===== config.mk =====
export PLATFORM = sky130hd
export DESIGN_NAME = modulo_gerenciador_buffers_rolhas_param
export DESIGN_NICKNAME = d
export VERILOG_FILES = /design/src/rtl/modulo_gerenciador_buffers_rolhas_param.sv
export SDC_FILE = /design/constraint.sdc
export NUM_CORES = 1
export LEC_CHECK = 0
export CAP_MARGIN = 20
export CORE_UTILIZATION = 60
export DETAILED_ROUTE_END_ITERATION = 12
export GPL_TIMING_DRIVEN = 0
export PLACE_DENSITY = 0.85
export REMOVE_ABC_BUFFERS = 1
export SYNTH_ARGS = -nofsm -noshare
export SYNTH_HDL_FRONTEND = slang
export SYNTH_SLANG_ARGS = --single-unit
export TNS_END_PERCENT = 50

===== constraint.sdc =====
create_clock -name i_clk -period 6.2 [get_ports i_clk]
set_input_delay 1.24 -clock i_clk [delete_from_list [all_inputs] [get_ports i_clk]]
set_output_delay 1.24 -clock i_clk [all_outputs]
set_load 0.02 [all_outputs]

===== src/rtl/modulo_gerenciador_buffers_rolhas_param.sv =====
// ---------------------------------------------------------------------------
// modulo_gerenciador_buffers_rolhas_param
// Two-level cork buffer manager for the filling/capping line. The operator
// loads batches into the secondary buffer at one cork per clock. When the
// primary buffer runs low, corks move from the secondary buffer to the
// primary buffer automatically. The capper's consume pulse drains the
// primary buffer.
//
// Ports
//   i_clk          system clock (divided clock domain)
//   i_clr          async active-low reset
//   i_enable       0 pauses all movement and ignores i_op_load
//   i_op_load      1-cycle load request; i_op_qty is sampled with it
//   i_op_qty       number of corks to load into the secondary buffer
//   i_consume      1-cycle pulse: the capper used one cork
//   o_sec_count    secondary buffer level
//   o_pri_count    primary buffer level
//   o_load_ack     1-cycle pulse: load request accepted
//   o_load_reject  1-cycle pulse: load request refused
//   o_busy         state != IDLE
//   o_no_cork      primary buffer empty
//   o_pri_low      primary buffer below the transfer threshold
//   o_state        00 IDLE, 01 LOAD, 10 XFER
// ---------------------------------------------------------------------------
module modulo_gerenciador_buffers_rolhas_param #(
  parameter  int SEC_MAX = 99,
  parameter  int PRI_MAX = 20,
  parameter  int PRI_MIN = 5,
  parameter  int BATCH   = 15,
  localparam int SEC_W   = $clog2(SEC_MAX + 1),
  localparam int PRI_W   = $clog2(PRI_MAX + 1)
) (
  input  logic             i_clk,
  input  logic             i_clr,
  input  logic             i_enable,
  input  logic             i_op_load,
  input  logic [SEC_W-1:0] i_op_qty,
  input  logic             i_consume,
  output logic [SEC_W-1:0] o_sec_count,
  output logic [PRI_W-1:0] o_pri_count,
  output logic             o_load_ack,
  output logic             o_load_reject,
  output logic             o_busy,
  output logic             o_no_cork,
  output logic             o_pri_low,
  output logic [1:0]       o_state
);

  // The remaining counter holds either a load quantity or a transfer size.
  localparam int REM_W = (SEC_W > PRI_W) ? SEC_W : PRI_W;

  typedef enum logic [1:0] {
    S_IDLE = 2'b00,
    S_LOAD = 2'b01,
    S_XFER = 2'b10
  } state_t;

  state_t           r_state;
  logic [SEC_W-1:0] r_sec;
  logic [PRI_W-1:0] r_pri;
  logic [REM_W-1:0] r_rem;
  logic [SEC_W-1:0] r_qty;
  logic             r_pend;
  logic             r_ack;
  logic             r_rej;

  logic [SEC_W:0]   w_sum;
  logic             w_reject;
  logic [31:0]      w_room;
  logic [31:0]      w_xfer_n;
  logic             w_pri_inc;
  logic             w_pri_dec;
  logic [PRI_W-1:0] w_pri_next;

  always_comb begin
    // One extra bit so the capacity check cannot wrap.
    w_sum    = {1'b0, r_sec} + {1'b0, i_op_qty};
    w_reject = (i_op_qty == '0) || r_pend || (w_sum > (SEC_W+1)'(SEC_MAX));

    // Transfer size = min(BATCH, sec_count, free room in primary).
    w_room   = 32'(PRI_MAX) - 32'(r_pri);
    w_xfer_n = 32'(BATCH);
    if (32'(r_sec) < w_xfer_n) w_xfer_n = 32'(r_sec);
    if (w_room < w_xfer_n)     w_xfer_n = w_room;

    // Consume works regardless of enable/state; a transfer increment on the
    // same edge cancels it out.
    w_pri_inc  = i_enable && (r_state == S_XFER);
    w_pri_dec  = i_consume && (r_pri != '0);
    w_pri_next = r_pri;
    if (w_pri_inc && !w_pri_dec)      w_pri_next = r_pri + PRI_W'(1);
    else if (!w_pri_inc && w_pri_dec) w_pri_next = r_pri - PRI_W'(1);
  end

  always_ff @(posedge i_clk or negedge i_clr) begin
    if (!i_clr) begin
      r_state <= S_IDLE;
      r_sec   <= '0;
      r_pri   <= '0;
      r_rem   <= '0;
      r_qty   <= '0;
      r_pend  <= 1'b0;
      r_ack   <= 1'b0;
      r_rej   <= 1'b0;
    end else begin
      r_ack <= 1'b0;
      r_rej <= 1'b0;
      r_pri <= w_pri_next;
      if (i_enable) begin
        if (i_op_load) begin
          if (w_reject) begin
            r_rej <= 1'b1;
          end else begin
            r_ack  <= 1'b1;
            r_pend <= 1'b1;
            r_qty  <= i_op_qty;
          end
        end
        // Accept needs !r_pend and the LOAD entry needs r_pend, so the two
        // r_pend writes never collide on one edge.
        case (r_state)
          S_IDLE: begin
            if ((r_pri < PRI_W'(PRI_MIN)) && (r_sec != '0)) begin
              r_state <= S_XFER;
              r_rem   <= REM_W'(w_xfer_n);
            end else if (r_pend) begin
              r_state <= S_LOAD;
              r_rem   <= REM_W'(r_qty);
              r_pend  <= 1'b0;
            end
          end
          S_LOAD: begin
            r_sec <= r_sec + SEC_W'(1);
            r_rem <= r_rem - REM_W'(1);
            if (r_rem == REM_W'(1)) r_state <= S_IDLE;
          end
          S_XFER: begin
            r_sec <= r_sec - SEC_W'(1);
            r_rem <= r_rem - REM_W'(1);
            if (r_rem == REM_W'(1)) r_state <= S_IDLE;
          end
          default: r_state <= S_IDLE;
        endcase
      end
    end
  end

  assign o_sec_count   = r_sec;
  assign o_pri_count   = r_pri;
  assign o_load_ack    = r_ack;
  assign o_load_reject = r_rej;
  assign o_state       = r_state;
  assign o_busy        = (r_state != S_IDLE);
  assign o_no_cork     = (r_pri == '0);
  assign o_pri_low     = (r_pri < PRI_W'(PRI_MIN));

endmodule


-- After elaboration in Yosys (flattened, before gate mapping)
Cells that the tools add are included.
- register bits: 31
- input bits: 12
- logic and storage cells: 71
- add/sub/neg operators: 7
- magnitude comparators: 4
- equal/unequal tests: 5
- muxes and demuxes: 23
- bitwise gates (word level): 1
- reductions and logical operators: 23
- operator list (cell ; count):
    $lt A32 B7 Y1 ; 1
    $mux W7 ; 4
    $pmux W7 S2 ; 2
    $sub A7 B1 Y7 const B ; 2
    $mux W1 ; 11
    $mux W5 ; 2
    $reduce_and A3 Y1 ; 3
    $add A7 B7 Y8 ; 1
    $gt A8 B7 Y1 const B ; 1
    $reduce_bool A2 Y1 ; 4
    $add A7 B1 Y7 const B ; 1
    $eq A7 B1 Y1 const B ; 1
    $logic_not A7 Y1 ; 1
    $lt A7 B4 Y1 const B ; 1
    $reduce_bool A7 Y1 ; 1
    $mux W2 ; 3
    $sub A5 B5 Y6 const A ; 1
    $add A5 B1 Y5 const B ; 1
    $logic_and A1 B1 Y1 ; 5
    $logic_not A5 Y1 ; 1
    $lt A5 B3 Y1 const B ; 1
    $reduce_bool A5 Y1 ; 1
    $sub A5 B1 Y5 const B ; 1
    $pmux W2 S2 ; 1
    10 further kinds ; 12

-- Longest topological paths before layout
- word-level depth: 8
- depth in mapped cells: 14
- mapped depth without buffers: 13

-- Worst setup path before layout
No wires, ideal clock.
- path type: register to register
- from: register r_pri[0] (netlist: o_pri_count[0])
- to: register r_pri[4] (netlist: o_pri_count[4])
- setup time: 0.131 ns
- data arrival time: 3.157 ns
- data required time: 6.069 ns
- path slack: 2.912 ns
- stages on the path, launching flop included: 15
- path buffers: 1
- clock period less this slack: 3.288 ns
- cell sequence: dfrtp_1 clkbuf_1 inv_1 ha_1 inv_1 nor4_1 nand2b_1 ha_1 inv_1 fa_1 a21o_1 a21oi_1 xnor2_1 nor2_1 xor2_1
- cells in the longest elaborated chain, start to end: 5
- elaborated cells between the ends (all ways): 10
- ends and longest elaborated chain (element ; line ; source):
    start, declared ; 60 ; logic [PRI_W-1:0] r_pri;
    start signal, assigned ; 108 ; r_pri <= w_pri_next;
    branches (longest 5 deep; another with $sub A5 B1 Y5) ; n/a ;
Parallel ways; which one is timed is not known. The select of a mux whose other input is x is not followed.
A chain may end at the register's enable or synchronous reset.

-- Final worst setup path
- from: input i_op_qty[6]
- to: register r_qty[3]
- cells in the longest elaborated chain, start to end: 5
- elaborated cells between the ends (all ways): 7
- ends and longest elaborated chain (element ; line ; source):
    start, declared ; 37 ; input logic [SEC_W-1:0] i_op_qty,
    $add A7 B7 Y8 / $logic_not A7 Y1 (equally long branches) ; 77, 78 ;
    $gt A8 B7 Y1 / $logic_or A1 B1 Y1 (equally long branches) ; 78 ; w_reject = (i_op_qty == '0) || r_pend || (w_sum > (SEC_W+1)'(SEC_MAX));
    $logic_or A1 B1 Y1 * ; 78 ;
    $not A1 Y1 (no line) * ; n/a ;
    $reduce_and A3 Y1 (no line) * ; n/a ;
    end signal, assigned ; 116 ; r_qty <= i_op_qty;
    end, declared ; 62 ; logic [SEC_W-1:0] r_qty;
Every way passes the cells marked *; elsewhere a longest branch is shown, timed or not.

==> metrics.md <==
| Metric | Value |
|---|---|
| Area delta synth->final | `16.7%` |
| Post-CTS Resized | `0` |
| Die X | `66.5 um` |
| Synth warn | `0` |
| Critical Path Slowest Stage Cell | `a2111oi_0` |
| Avg Inst Size Synth | `9.20 sq um` |
| Core ar. | `4000 sq um` |
| DR WL/cell | `15.3 um` |
| EDFF count, synth | `0` |
| Synthesized instance count | `271` |
| VDD IR max | `0.346 mV` |
| Initial Util | `62.3%` |
| Mapped Area | `2490 sq um` |
| Leak pwr | `0.00128 uW` |
| Asr flop ratio synth | `100%` |
| Clock sink count | `31` |
| Routability Congestion | `0.812` |
| Post-synth top flop | `dfrtp_1` |
| DIE AREA | `4420 sq um` |
| Drt first pass iters | `4` |
| Worst-margin pin slew | `0.696 ns` |
| WP data arrival | `3.77 ns` |
| Initial antenna violation count | `0` |
| Post-CTS Setup Bufs | `0` |
| IO Count | `31` |
| Pin count of the biggest net entering global routing | `32` |
| Crit share post-route | `58.0%` |
| Critical path endpoint category | `flip-flop` |
| CTS clk-pin slew, worst paths | `0.06 ns` |
| Max-slew violation count | `0` |
| Crit path kind | `in2reg` |
| Worst slew margin | `53.6%` |
| Largest stage delay on the critical path | `0.61 ns` |
| Startpoint type of the worst setup path | `primary input` |
| Yosys cell types | `55` |
| Min-Delay Path Class | `reg2reg` |
| Crit-path cells | `clkdlybuf4s50_1, ha_1, a2111oi_0, or3b_1, a21oi_4, mux2_1` |
| Power, Total | `1680 uW` |
| Die Ht | `66.5 um` |
| Final HPWL from detailed placement | `4050 um` |
| Row count | `23` |
| Post-route DRC | `0` |
| Root Buffer | `clkbuf_8` |
| Routed vias | `2076` |
| Most frequent cells after synthesis | `dfrtp_1, nand2_1, ha_1` |
| Skew-Pair Late Insertion Delay | `0.29 ns` |
| Max Clk Rate | `278 MHz` |
| Min Tclk post-route | `3.59 ns` |
| Ranking of synthesized cells by area | `dfrtp_1, ha_1, nand2_1, mux2_1, inv_1` |
| 1st-iter DRT viols | `133` |
| Setup TNS | `0 ns` |
| Synth top area share | `31.1%` |
| Worst Skew | `0.00475 ns` |
| Fin. Hold Viols | `0` |
| Vias in the first global route | `1979` |
| Grt ovf | `0` |
| Layout net count | `343` |
| First-pass GRT wire length | `8990 um` |
| Power Density | `577 nW/um^2` |
| CTS max path bufs | `2` |
| Leading area contributor after synthesis | `dfrtp_1` |
| Drt total wl | `5390 um` |
| Vias/cell | `5.90` |
| Yosys reg bits | `31` |
| ANT nets after route | `0` |
| Layout cells sized above 1 | `6.62%` |
| GRT Total Usage | `27.7%` |
| Worst-path fanout max | `9` |
| Unrepaired setup endpoints after global routing | `no` |
| Outcome | `finished, final reports clean` |
| I/O Buffers | `30` |
| Hold_buf cts | `0` |
| # setup viols final | `0` |
| Num CTS Buffers | `5` |
| CTS tree | `yes` |
| Share of the yosys chip area belonging to registers | `31.1%` |
| H-tree depth | `2` |
| CP Data Required Time | `6.37 ns` |
| Max_cap viols | `0` |
| N_diodes | `0` |
[stage by stage]
step,std cells,hold slack (ns),setup WS (ns),cell area [sq um],util [%]
6_report,352,0.489,2.61,2910,72.7
5_1_grt,352,0.517,2.47,2910,72.7
4_1_cts,352,0.492,2.61,2910,72.7
3_5_place_dp,345,0.476,2.32,2820,70.5
3_3_place_gp,345,0.469,2.38,2830,70.7
2_1_floorplan,265,0.458,3.01,2460,-
[logic make-up (layout without fill, tap and decap cells)]
logic type	count (synthesis)	after routing	share of synthesized area (%)
simple gates	84	84	17.2
compound gates	72	72	21.2
flops	31	31	31.1
fa+ha+maj	29	29	15.5
buf+inv	27	57	4.37
xor+xnor	15	15	5.27
mux	12	12	5.27
other cells	1	2	0.150
[sequential cells by signal, summed over array words and instances, names as in the netlist]
register	count
o_load_ack	1
o_load_reject	1
o_pri_count	5
o_sec_count	7
o_state	2
r_pend	1
r_qty	7
r_rem	7
[power breakdown]
part           switching [uW]  total [uW]  internal [uW]
Combinational             591        1080            488
Sequential                136         438            302
Clock                    75.1         162           86.9
Total                     802        1680            877
[worst paths after layout]
kind | end | slack, ns | from | cells after the start
min in group asynchronous | r_rem[4]$_DFFE_PN0P_ | 0.99 | i_clr | 1
worst max register to register | r_rem[0]$_DFFE_PN0P_ | 3.27 | o_pri_count[0]$_DFFE_PN0P_ | 12
worst min register to register | r_qty[1]$_DFFE_PN0P_ | 0.49 | r_qty[1]$_DFFE_PN0P_ | 1
max in group asynchronous | o_pri_count[4]$_DFFE_PN0P_ | 4.76 | i_clr | 1
worst min-delay path | r_qty[1]$_DFFE_PN0P_ | 0.49 | r_qty[1]$_DFFE_PN0P_ | 1
worst max-delay path | r_qty[3]$_DFFE_PN0P_ | 2.61 | i_op_qty[6] | 6
[cells in the final DEF, fill, tap and decap left out, drive strengths merged, types with 2 or more instances in the layout]
cell type and n:
nand2 31, dfrtp 31, clkdlybuf4s50 29, ha 26, o21ai 21, inv 20, nor2 18, a21oi 14
mux2 9, xnor2 8, a21o 8, nor3 7, xor2 7, clkbuf 6, nor4 5, o31ai 5
a211oi 4, and2 3, or3 3, o21a 3, mux2i 3, fa 3, or4 3, nand2b 2
o21bai 2, nand4 2, nand3 2, o211ai 2, a21boi 2, nand3b 2, nor3b 2, conb 2
o311ai 2
[critical path: cells and delay by family]
| family | cells | cell delay [ns] |
|---|---|---|
| AOI/OAI and AO/OA | 2 | 0.90 |
| buffers and inverters | 1 | 0.46 |
| and+or+nand+nor | 1 | 0.44 |
| muxes | 1 | 0.37 |
| adders and majority gates | 1 | 0.36 |
[routing by layer]
metal | vias up | GRT usage, % | part of all wire, %
li1 | 1031 | - | -
met1 | 993 | 33.3 | 45
met2 | 42 | 47.1 | 50
met3 | 10 | 7.02 | 3.6
met4 | 0 | 11.4 | 1.7
met5 | - | 0 | 0
[final cells by class]
type                    instances  area (sq um)
clock buffers                   6          82.6
clock inverters                 1          5.00
fillers                       320          1090
inverters                      20          75.1
multi-input cells             214          1610
flip-flops and latches         31           776
well taps                      50          62.6
repair buffers                 30           295
Note: power is estimated with default switching activity, not from simulation.
